<file path="config.mk">
export PLATFORM = sky130hd
export DESIGN_NAME = mem_bus_arbiter
export DESIGN_NICKNAME = d
export VERILOG_FILES = /design/src/rtl/mem_bus_arbiter_pkg.sv /design/src/rtl/mem_bus_arbiter.sv
export SDC_FILE = /design/constraint.sdc
export NUM_CORES = 1
export LEC_CHECK = 0
export ABC_AREA = 1
export CAP_MARGIN = 0
export CORE_ASPECT_RATIO = 1.4
export CORE_MARGIN = 1.5
export CORE_UTILIZATION = 31
export DETAILED_ROUTE_END_ITERATION = 6
export GPL_ROUTABILITY_DRIVEN = 1
export GPL_TIMING_DRIVEN = 0
export HOLD_SLACK_MARGIN = 0.05
export PLACE_DENSITY_LB_ADDON = 0.12
export SYNTH_ARGS = -nofsm -noshare
export SYNTH_HDL_FRONTEND = slang
export SYNTH_SLANG_ARGS = --single-unit
</file>
<file path="constraint.sdc">
create_clock -name clk -period 1.3 [get_ports clk]
set_input_delay 0.195 -clock clk [delete_from_list [all_inputs] [get_ports clk]]
set_output_delay 0.195 -clock clk [all_outputs]
set_load 0.03 [all_outputs]
</file>
<file path="src/rtl/mem_bus_arbiter_pkg.sv">
// Shared types for the instruction/data memory bus arbiter.
package mem_arb_pkg;

    typedef enum logic [1:0] {
        IDLE,
        ADDR,
        DATA
    } arb_state_t;

    typedef enum logic {
        OWN_INST,
        OWN_DATA
    } owner_t;

    localparam int unsigned STRB_W = 4;

endpackage

</file>
<file path="src/rtl/mem_bus_arbiter.sv">
// Arbitrates fetch and mem-stage ports onto one sram-like bus, one transaction at a time.
// Optional round-robin grant is enabled by defining MEM_ARB_RR_EN.
module mem_bus_arbiter
    import mem_arb_pkg::*;
#(
    parameter int unsigned ADDR_W = 32,
    parameter int unsigned DATA_W = 32
) (
    input  logic              clk,
    input  logic              rst,

    input  logic              inst_req,
    input  logic [ADDR_W-1:0] inst_addr,
    output logic [DATA_W-1:0] inst_rdata,
    output logic              inst_data_ok,

    input  logic              data_req,
    input  logic              data_wr,
    input  logic [STRB_W-1:0] data_wstrb,
    input  logic [ADDR_W-1:0] data_addr,
    input  logic [DATA_W-1:0] data_wdata,
    output logic [DATA_W-1:0] data_rdata,
    output logic              data_data_ok,

    input  logic              flush,
    output logic              stall_inst,
    output logic              stall_data,

    output logic              bus_req,
    output logic              bus_wr,
    output logic [STRB_W-1:0] bus_wstrb,
    output logic [ADDR_W-1:0] bus_addr,
    output logic [DATA_W-1:0] bus_wdata,
    input  logic              bus_addr_ok,
    input  logic              bus_data_ok,
    input  logic [DATA_W-1:0] bus_rdata
);

    arb_state_t state;
    owner_t     owner;
    owner_t     grant;
    logic       discard;
    logic       respValid;
    logic       instFlush;

`ifdef MEM_ARB_RR_EN
    owner_t     lastServed;

    always_comb begin
        grant = OWN_INST;
        if (data_req && inst_req) begin
            grant = (lastServed == OWN_DATA) ? OWN_INST : OWN_DATA;
        end else if (data_req) begin
            grant = OWN_DATA;
        end
    end
`else
    always_comb begin
        grant = data_req ? OWN_DATA : OWN_INST;
    end
`endif

    assign instFlush = flush && (owner == OWN_INST);

    always_ff @(posedge clk) begin
        if (rst) begin
            state     <= IDLE;
            owner     <= OWN_INST;
            discard   <= 1'b0;
            bus_req   <= 1'b0;
            bus_wr    <= 1'b0;
            bus_wstrb <= '0;
            bus_addr  <= '0;
            bus_wdata <= '0;
`ifdef MEM_ARB_RR_EN
            lastServed <= OWN_INST;
`endif
        end else begin
            case (state)
                IDLE: begin
                    if (inst_req || data_req) begin
                        owner   <= grant;
                        state   <= ADDR;
                        bus_req <= 1'b1;
`ifdef MEM_ARB_RR_EN
                        lastServed <= grant;
`endif
                        if (grant == OWN_DATA) begin
                            bus_wr    <= data_wr;
                            bus_wstrb <= data_wr ? data_wstrb : '0;
                            bus_addr  <= data_addr;
                            bus_wdata <= data_wdata;
                        end else begin
                            bus_wr    <= 1'b0;
                            bus_wstrb <= '0;
                            bus_addr  <= inst_addr;
                            bus_wdata <= '0;
                        end
                    end
                end
                ADDR: begin
                    if (instFlush) begin
                        discard <= 1'b1;
                    end
                    if (bus_addr_ok) begin
                        bus_req <= 1'b0;
                        state   <= DATA;
                    end
                end
                DATA: begin
                    // A flush coinciding with the response is handled by the output gating below.
                    if (bus_data_ok) begin
                        discard <= 1'b0;
                        state   <= IDLE;
                    end else if (instFlush) begin
                        discard <= 1'b1;
                    end
                end
                default: begin
                    state <= IDLE;
                end
            endcase
        end
    end

    assign respValid    = (state == DATA) && bus_data_ok && !rst;
    assign inst_data_ok = respValid && (owner == OWN_INST) && !discard && !flush;
    assign data_data_ok = respValid && (owner == OWN_DATA);
    assign inst_rdata   = bus_rdata;
    assign data_rdata   = bus_rdata;

    assign stall_inst = inst_req && !inst_data_ok;
    assign stall_data = data_req && !data_data_ok;

endmodule
</file>
==> run_results.csv, run 1 <==
group,metric,value,unit
outcome,status,"complete, but fails checks",
outcome,violations,"negative setup slack",
timing,min_period,1.61,ns
yosys,ys_warn_count,0,
yosys,ys_ff_latch,74,
yosys,ys_seq_area_share,41.2,%
timing,hold_violations,0,
yosys,syn_avg_cell_area,6.97,um2
critical_path,rr_startpoint,"state[1]",
critical_path,path_class,"reg -> reg",
critical_path,r2r_slack,-0.31,ns
place,gp_congestion,0.823,
power,total_power,0.0138,W
yosys,synth_area_leaders,"dfxtp_1 41%, buf_4 14%, nand2_1 12%",
global_routing,grt_max_degree,13,
power,p_comb_share,58.4,%
worst_hold_path,worstHoldPathType,"in -> reg",
global_routing,grt_pass1_wl,19800,um
finish,postLayoutCoreUtil,65.9,%
timing,setup_violations,75,
worst_hold_path,holdPathStages,3,
yosys,synth_area,3600,um2
power,powerDensity,1850,nW/um2
detailed_routing,wl_per_cell,14.6,um
critical_path,start_kind,"flip-flop",
power,ir_drop,1.10,mV
global_routing,grt-ovfl-total,0,
power,power_switching,0.00559,W
finish,layout-drive-gt1-share,32.1,%
timing,worst_pin_slew,0.554,ns
critical_path,r2r-end,"bus_addr[5]",
global_routing,grt.total_usage,20.9,%
power,p_leak,3.29,nW
power,switching_share,40.5,%
clock_tree,htree_levels,3,
detailed_routing,wl,13900,um
timing,finalCritPeriodShare,124,%
run,max_cap_viol_count,0,
critical_path,arrival,1.87,ns
power,p_clk_share,17.7,%
global_routing,grt_pass1_vias,4037,
timing,rsz0062_at_grt,"true",
yosys,synthDistinctLibCells,18,
place,hpwl,10100,um
clock_tree,cts_hold_buf,0,
clock_tree,cts_tree,"done",
finish,mostFrequentLayoutCells,"170 x clkdlybuf4s50_1, 78 x nand2_1, 74 x buf_4",
power,internal-power,0.00822,W
place,placed_area,6280,um2
timing,tns,-16.14,ns
yosys,syn-instance-count,516,
critical_path,path_max_fanout,5,
critical_path,worstPathRequired,1.56,ns
die,io-pin-count,278,
detailed_routing,drc,0,
die,core,11300,um2
detailed_routing,drt-vias-per-instance,4.35,
clock_tree,clk_pin_slew,0.06,ns
die,die_width,94.0,um
detailed_routing,firstDrtPassIters,4,
worst_hold_path,min-delay-start,"data_wdata[20]",
timing,fmax,622,MHz
detailed_routing,drt-initial-drc-count,70,
clock_tree,cts_root_buf,"clkbuf_16",
finish,antenna_cells,0,
timing,slew_headroom,63.1,%
clock_tree,clockBufferDepth,2,
clock_tree,clk-insertion-delay-late,0.33,ns
die,initial_core_util,31.7,%
critical_path,reg2reg_depth,11,
die,die_height,130,um
detailed_routing,drtAntennaViolNets,0,
critical_path,crit_path_end_kind,"flip-flop",
die,fp-row-count,46,
clock_tree,numCtsBuffers,9,
global_routing,antenna_found_initial,0,
detailed_routing,route.vias.total,4136,
clock_tree,cts_sinks,74,
finish,syn_to_final_growth,108,%
die,die_area,12300,um2
timing,maxSlewViolCount,0,
yosys,yosysTopAreaCell,"dfxtp_1",
yosys,syn_nets,659,
yosys,synth_top_area_share,41.2,%
worst_hold_path,min_to,"bus_wdata[20]",
place,port_buffers,245,
finish,stdcell_area,7470,um2
timing,fin_worst_skew,0.00534,ns
power,p_seq_share,23.8,%
finish,nNetsFinal,945,
finish,final_common_cell,"clkdlybuf4s50_1",
timing,setup_slack,-0.309,ns
==> power groups by stage <==
stage | sequential, W | clock, W | combinational [W]
after global placement | 0.00324 | 0 | 0.00542
after global routing | 0.00337 | 0.00259 | 0.00855
after CTS | 0.00323 | 0.00248 | 0.00701
after detailed placement | 0.00327 | 0 | 0.00549
final | 0.00329 | 0.00245 | 0.00807
after floorplan | 0.00437 | 0 | 0.00210
==> worst max-delay path, cell delays in order (launching register included) <==
cell,delay (ns)
dfxtp_2,0.32
buf_4,0.14
inv_4,0.05
ha_4,0.14
inv_4,0.04
nor2_4,0.17
buf_12,0.16
buf_12,0.11
buf_12,0.10
buf_16,0.10
o21ai_1,0.06
nor2_1,0.14
==> cells by family (layout without fill, tap and decap cells) <==
kind of cell	Yosys count	in the layout	synth area share [%]
adders and majority gates	3	3	1.04
buffers and inverters	137	427	21.9
and+or+nand+nor	197	197	21.2
AOI/OAI and AO/OA	105	105	14.6
DFF	74	74	41.2
==> layer usage <==
| layer | vias up | wire [um] | GRT usage (%) |
|---|---|---|---|
| met5 | - | 0 | 0 |
| met4 | 0 | 264 | 7.99 |
| met3 | 17 | 1110 | 5.67 |
| met2 | 169 | 7610 | 40.8 |
| met1 | 1836 | 4940 | 20.7 |
| li1 | 2114 | - | - |
==> repair_timing <==
action	CTS	global route
pin swaps	17	30
resized for setup	210	160
buffers inserted	11	7
endpoints found under the setup margin	145	106
cloned	9	5
==> per-stage QoR <==
| step | cells | hold slack [ns] | setup slack [ns] |
|---|---|---|---|
| after floorplan | 516 | 0.342 | -0.161 |
| after global placement | 905 | 0.447 | -1.07 |
| after detailed placement | 905 | 0.454 | -1.07 |
| after CTS | 940 | 0.406 | -0.301 |
| after global routing | 950 | 0.422 | -0.356 |
| final | 950 | 0.416 | -0.309 |
==> Yosys cell counts <==
library cell / number
nand2_1: 116
nand2_2: 1
o21ai_0: 56
a21oi_1: 40
o21ai_1: 9
nor4_1: 1
ha_1: 3
clkbuf_2: 1
inv_1: 43
nor2_1: 71
dfxtp_1: 74
buf_4: 68
nor2_2: 2
nor2_4: 1
buf_2: 14
nand3_1: 5
clkbuf_1: 8
inv_2: 3
==> layout make-up <==
class	instances	area, um2
buffer	91	741
clock buffer	10	239
clock inverter	5	55.1
fill	986	3870
inverter	46	206
multi-input combinational	305	1750
sequential	74	1480
tap	144	180
timing repair buffer	274	2800
timing repair inverter	1	7.51
==> how the worst max path moves through the flow <==
| stage | startpoint | end | slack, ns |
|---|---|---|---|
| 4_1_cts | state[0] | inst_data_ok | -0.30 |
| 2_1_floorplan | state[0] | stall_inst | -0.16 |
| 3_5_place_dp | rst | inst_data_ok | -1.07 |
| 6_report | state[1] | bus_addr[5] | -0.31 |
| 5_1_grt | state[1] | bus_addr[5] | -0.36 |
| 3_3_place_gp | rst | inst_data_ok | -1.07 |
==> state kept, by name, summed over array words and instances, names as in the netlist <==
| register | count |
|---|---|
| bus_addr | 32 |
| bus_req | 1 |
| bus_wdata | 32 |
| bus_wr | 1 |
| bus_wstrb | 4 |
| discard | 1 |
| owner | 1 |
| state | 2 |
Note: power is estimated with default switching activity, not from simulation.
==> inputs of run 2 (changes only) <==
- CAP_MARGIN: 0 -> unset
- CTS_BUF_LIST: unset -> sky130_fd_sc_hd__clkbuf_8
- CTS_CLUSTER_SIZE: unset -> 8
==> run 2 against run 1 <==
Against the previous run:
- the flow still finishes with violations (negative setup slack)
- sequential cell count stayed put
- critical path type is now reg -> out
- largest power group unchanged
- maximum frequency is 0.37% higher
- total power is 9.8% lower
- combinational power is 8.1% lower
==> run_results.csv, run 2 (same netlist as run 1, synthesis figures left out) <==
group,metric,value,unit
global_routing,busiest_layer,"met2",
detailed_routing,wl_per_cell,14.3,um
critical_path,path_cells,"inv_2 > ha_4 > nand3_4 > nor4_4 > buf_6",
finish,fillers,1043,
timing,maxSlewViolCount,0,
critical_path,r2r-end,"bus_addr[7]",
detailed_routing,drt-vias-per-instance,4.39,
timing,hold_violations,0,
detailed_routing,route.vias.total,4146,
clock_tree,numCtsBuffers,9,
timing,worst_pin_slew,0.638,ns
timing,fmax,624,MHz
timing,tns,-18.24,ns
worst_hold_path,min-delay-start,"data_wdata[5]",
die,die_area,12300,um2
global_routing,grtUsageMet2,39.6,%
global_routing,use_met1,20.4,%
finish,stdcell_area,7070,um2
worst_hold_path,holdPathStages,3,
finish,syn_to_final_growth,96.7,%
detailed_routing,firstDrtPassIters,4,
finish,final_common_cell,"clkdlybuf4s50_1",
worst_hold_path,min_to,"bus_wdata[5]",
place,dp_cells,905,
critical_path,cp_slowest_stage_delay,0.33,ns
power,ir_drop,1.05,mV
finish,antenna_cells,0,
die,fp-row-count,46,
timing,rsz0062_at_grt,"true",
critical_path,path_class,"reg -> out",
place,port_buffers,245,
finish,mostFrequentLayoutCells,"170 x clkdlybuf4s50_1, 84 x nand2_1, 72 x dfxtp_1",
timing,min_period,1.60,ns
power,powerDensity,1760,nW/um2
finish,layout-drive-gt1-share,34.7,%
clock_tree,clk-insertion-delay-late,0.36,ns
die,die_width,94.0,um
power,p_leak,3.15,nW
clock_tree,htree_levels,3,
global_routing,grt_max_degree,13,
detailed_routing,wl,13500,um
timing,slew_headroom,57.4,%
detailed_routing,drt-initial-drc-count,117,
global_routing,grt_pass1_wl,19600,um
die,io-pin-count,278,
critical_path,r2r_slack,-0.29,ns
critical_path,crit_slowest_cell,"dfxtp_2",
clock_tree,cts_tree,"done",
detailed_routing,drc,0,
critical_path,path_max_fanout,3,
die,die_height,130,um
timing,setup_violations,75,
critical_path,rr_startpoint,"state[0]",
global_routing,grt.total_usage,20.7,%
critical_path,start_kind,"flip-flop",
global_routing,grt-ovfl-total,0,
global_routing,use_met3,5.73,%
finish,largestRegisters,"bus_addr (32), bus_wdata (32), bus_wstrb (4)",
timing,finalCritPeriodShare,123,%
timing,setup_slack,-0.303,ns
finish,postLayoutCoreUtil,62.4,%
place,gp_congestion,0.823,
critical_path,path_delay_family,"flip-flops",
critical_path,worstPathRequired,1.11,ns
finish,multi_input_area,1730,um2
clock_tree,clockBufferDepth,2,
place,hpwl,10100,um
clock_tree,clk_pin_slew,0.08,ns
clock_tree,cts_sinks,74,
timing,timing.hold.ws,0.395,ns
global_routing,antenna_found_initial,0,
critical_path,reg2reg_depth,11,
clock_tree,cts_root_buf,"clkbuf_8",
worst_hold_path,worstHoldPathType,"in -> reg",
outcome,violations,"negative setup slack",
place,placed_area,6280,um2
critical_path,crit_buf_inv,2,
detailed_routing,drtAntennaViolNets,0,
die,initial_core_util,31.7,%
finish,fin_cells,945,
clock_tree,cts_hold_buf,0,
finish,nNetsFinal,940,
timing,fin_worst_skew,0.00655,ns
outcome,status,"complete, but fails checks",
finish,regArea,1480,um2
die,core,11300,um2
critical_path,arrival,1.41,ns
run,max_cap_viol_count,0,
critical_path,crit_path_end_kind,"output pin",
global_routing,grt_pass1_vias,4045,
-- run 2: worst register-to-register path: stages (launching register included) --
cell and delay [ns]:
dfxtp_2 0.33, inv_2 0.08, buf_6 0.11, ha_4 0.15, inv_4 0.04, nor2_4 0.16, buf_6 0.13, buf_12 0.13
buf_8 0.12, buf_6 0.12, o21ai_2 0.05, nor2_1 0.13
-- run 2: repair_timing --
action	CTS	global route
pin swaps	6	8
buffers inserted	8	5
gates cloned	9	4
resized for setup	257	152
setup endpoints to repair	145	121
-- run 2: worst max-delay path by stage --
stage | cells past startpoint | from | endpoint
after global routing | 9 | state[0] | bus_wr
after floorplan | 5 | state[0] | stall_inst
final | 5 | state[0] | inst_data_ok
after global placement | 5 | rst | inst_data_ok
after CTS | 5 | state[0] | inst_data_ok
after detailed placement | 5 | rst | inst_data_ok
-- run 2: per-layer routing --
metal | vias to the layer above | wire, um
met4 | 0 | 418
met3 | 27 | 1170
met2 | 177 | 7110
met1 | 1840 | 4810
li1 | 2102 | -
met5 | - | 0
-- run 2: area by class of cell --
type	count	area share, %
Sequential cell	74	21.0
Timing Repair Buffer	269	36.2
Multi-Input combinational cell	305	24.5
Clock inverter	5	0.778
Inverter	46	2.79
Buffer	91	10.2
Timing Repair inverter	1	0.106
Tap cell	144	2.55
Clock buffer	10	1.95
-- run 2: report_power, final --
part | leakage [nW] | switching, W | total (W) | internal (W)
sequential | 0.610 | 0.000381 | 0.00328 | 0.00290
combinational | 2.45 | 0.00415 | 0.00742 | 0.00327
clock | 0.0941 | 0.000841 | 0.00176 | 0.000920
-- run 2: through the flow --
stage | power (W) | setup slack (ns)
global route | 0.0132 | -0.365
finish | 0.0125 | -0.303
detailed placement | 0.00876 | -1.07
global placement | 0.00866 | -1.07
CTS | 0.0116 | -0.331
floorplan | 0.00647 | -0.161
==> inputs of run 3 (changes only) <==
- CORE_ASPECT_RATIO: 1.4 -> 0.9
==> run 3 against run 2 <==
Against the previous run:
- the flow still finishes with violations (negative setup slack)
- register-to-register slack better by 0.06 ns
- sequential power about the same
- first-iteration DRC count up 41%
- cell count up 1.5%
- clock-buffer cell count unchanged
- clock skew up 0.0039 ns
- critical path type unchanged
- highest routed layer unchanged
==> run_results.csv, run 3 (same netlist as run 1, synthesis figures left out) <==
group,metric,value,unit
detailed_routing,firstDrtPassIters,4,
finish,layout-drive-gt1-share,29.8,%
clock_tree,cts_root_buf,"clkbuf_8",
power,switching_share,42.0,%
finish,mostFrequentLayoutCells,"170 x clkdlybuf4s50_1, 98 x nand2_1, 75 x buf_4",
global_routing,grt_pass1_vias,4125,
worst_hold_path,min_to,"bus_wdata[14]",
critical_path,r2r-end,"bus_wdata[12]",
global_routing,grt-ovfl-total,0,
outcome,violations,"negative setup slack",
critical_path,arrival,1.45,ns
clock_tree,clk-insertion-delay-late,0.35,ns
die,initial_core_util,31.6,%
timing,setup_violations,77,
die,die_width,117,um
worst_hold_path,holdPathStages,3,
power,p_comb_share,58.0,%
finish,antenna_cells,0,
global_routing,grt_pass1_wl,19700,um
finish,nNetsFinal,941,
power,p_clk_share,15.4,%
power,p_seq_share,26.7,%
die,core,11400,um2
die,die_area,12300,um2
timing,fmax,608,MHz
detailed_routing,wl_per_cell,13.3,um
critical_path,rr_startpoint,"state[0]",
finish,fillers,1049,
finish,final_common_cell,"clkdlybuf4s50_1",
finish,largestRegisters,"bus_addr (32), bus_wdata (32), bus_wstrb (4)",
timing,timing.hold.ws,0.396,ns
die,io-pin-count,278,
clock_tree,htree_levels,3,
critical_path,start_kind,"flip-flop",
place,port_buffers,245,
clock_tree,cts_tree,"done",
global_routing,antenna_found_initial,0,
finish,syn_to_final_growth,95.3,%
worst_hold_path,worstHoldPathType,"in -> reg",
detailed_routing,drt-vias-per-instance,4.31,
detailed_routing,drtAntennaViolNets,0,
detailed_routing,route.vias.total,4131,
die,die_height,105,um
critical_path,path_max_fanout,3,
timing,rsz0062_at_grt,"true",
global_routing,grt_max_degree,15,
critical_path,path_class,"reg -> out",
timing,fin_worst_skew,0.0105,ns
clock_tree,clockBufferDepth,2,
place,post-place-ws,-1.10,ns
critical_path,r2r_slack,-0.23,ns
place,gp_congestion,0.755,
detailed_routing,drt-initial-drc-count,165,
timing,maxSlewViolCount,0,
outcome,status,"complete, but fails checks",
power,p_leak,3.11,nW
power,powerDensity,1740,nW/um2
worst_hold_path,min-delay-start,"data_wdata[14]",
timing,finalCritPeriodShare,127,%
die,fp-row-count,37,
global_routing,grt.total_usage,20.4,%
clock_tree,cts_hold_buf,0,
timing,hold_violations,0,
timing,slew_headroom,62.5,%
detailed_routing,wl,12700,um
clock_tree,cts_sinks,74,
critical_path,worstPathRequired,1.11,ns
timing,worst_pin_slew,0.562,ns
place,hpwl,9570,um
detailed_routing,drc,0,
power,ir_drop,0.924,mV
timing,min_period,1.64,ns
critical_path,crit_path_end_kind,"output pin",
clock_tree,clk_pin_slew,0.09,ns
power,internal-power,0.00709,W
timing,setup_slack,-0.345,ns
run,max_cap_viol_count,0,
clock_tree,numCtsBuffers,9,
critical_path,reg2reg_depth,10,
power,power_switching,0.00513,W
-- run 3: cell types whose count changed in the layout (fill, tap and decap cells not counted), moves of 6 or more --
cell / previous run / this run
o21ai_1: 15 / 21
clkdlybuf4s15_1: 15 / 28
o21ai_0: 47 / 35
clkbuf_2: 43 / 32
nor2_2: 19 / 13
a21oi_2: 18 / 11
nand2_1: 84 / 98
nand2_2: 22 / 15
o21ai_2: 3 / 9
a21oi_1: 22 / 29
nand2_4: 10 / 3
nor2_1: 44 / 57
nor2_4: 11 / 4
-- run 3: power by group through the flow --
| stage | Sequential (W) | Combinational [W] | Clock (W) |
|---|---|---|---|
| after detailed placement | 0.00327 | 0.00544 | 0 |
| after floorplan | 0.00437 | 0.00210 | 0 |
| after global placement | 0.00323 | 0.00539 | 0 |
| after global routing | 0.00333 | 0.00760 | 0.00202 |
| final | 0.00326 | 0.00708 | 0.00188 |
| after CTS | 0.00325 | 0.00674 | 0.00193 |
-- run 3: stage by stage --
step                total power [W]  area [um2]  TNS (ns)  std cells  utilization (%)
detailed placement          0.00871        6290    -28.82        917             55.3
CTS                          0.0119        6960     -9.34        955             61.1
global placement            0.00862        6290    -28.12        917             55.3
finish                       0.0122        7020    -12.85        959             61.7
global route                 0.0130        7020    -18.59        959             61.7
floorplan                   0.00647        3640    -0.214        516                -
-- run 3: area by class of cell --
type / instances / area, um2 / area share, %
sequential: 74 / 1480 / 21.1
tap: 156 / 195 / 2.78
inverter: 46 / 198 / 2.81
multi-input combinational: 305 / 1590 / 22.6
clock inverter: 6 / 72.6 / 1.03
clock buffer: 10 / 138 / 1.96
timing repair inverter: 1 / 8.76 / 0.125
buffer: 90 / 711 / 10.1
timing repair buffer: 271 / 2630 / 37.4
-- run 3: how the worst max path moves through the flow --
stage	startpoint	endpoint	slack, ns	cells past startpoint
floorplan	state[0]	stall_inst	-0.16	5
global placement	rst	inst_data_ok	-1.07	5
detailed placement	rst	inst_data_ok	-1.10	5
CTS	state[0]	inst_data_ok	-0.36	5
global route	state[0]	stall_inst	-0.42	6
finish	state[0]	inst_data_ok	-0.34	5
-- run 3: layer usage --
layer	vias to the layer above	share of wire, %	track usage [%]
li1	2109	-	-
met1	1856	38	22.2
met2	146	51	37.2
met3	20	8.6	6.26
met4	0	2.1	6.37
met5	-	0	0
-- run 3: timing repair --
| item | CTS | global route |
|---|---|---|
| setup endpoints to repair | 146 | 123 |
| gates resized for setup | 259 | 99 |
| buffers inserted | 14 | 4 |
| pin swaps | 7 | 7 |
| cloned | 9 | 1 |
-- run 3: worst max-delay path, stage by stage (launching register included) --
cell and delay, ns:
dfxtp_2 0.33, inv_2 0.07, ha_4 0.15, nand3_4 0.09, nor4_4 0.27, buf_6 0.19
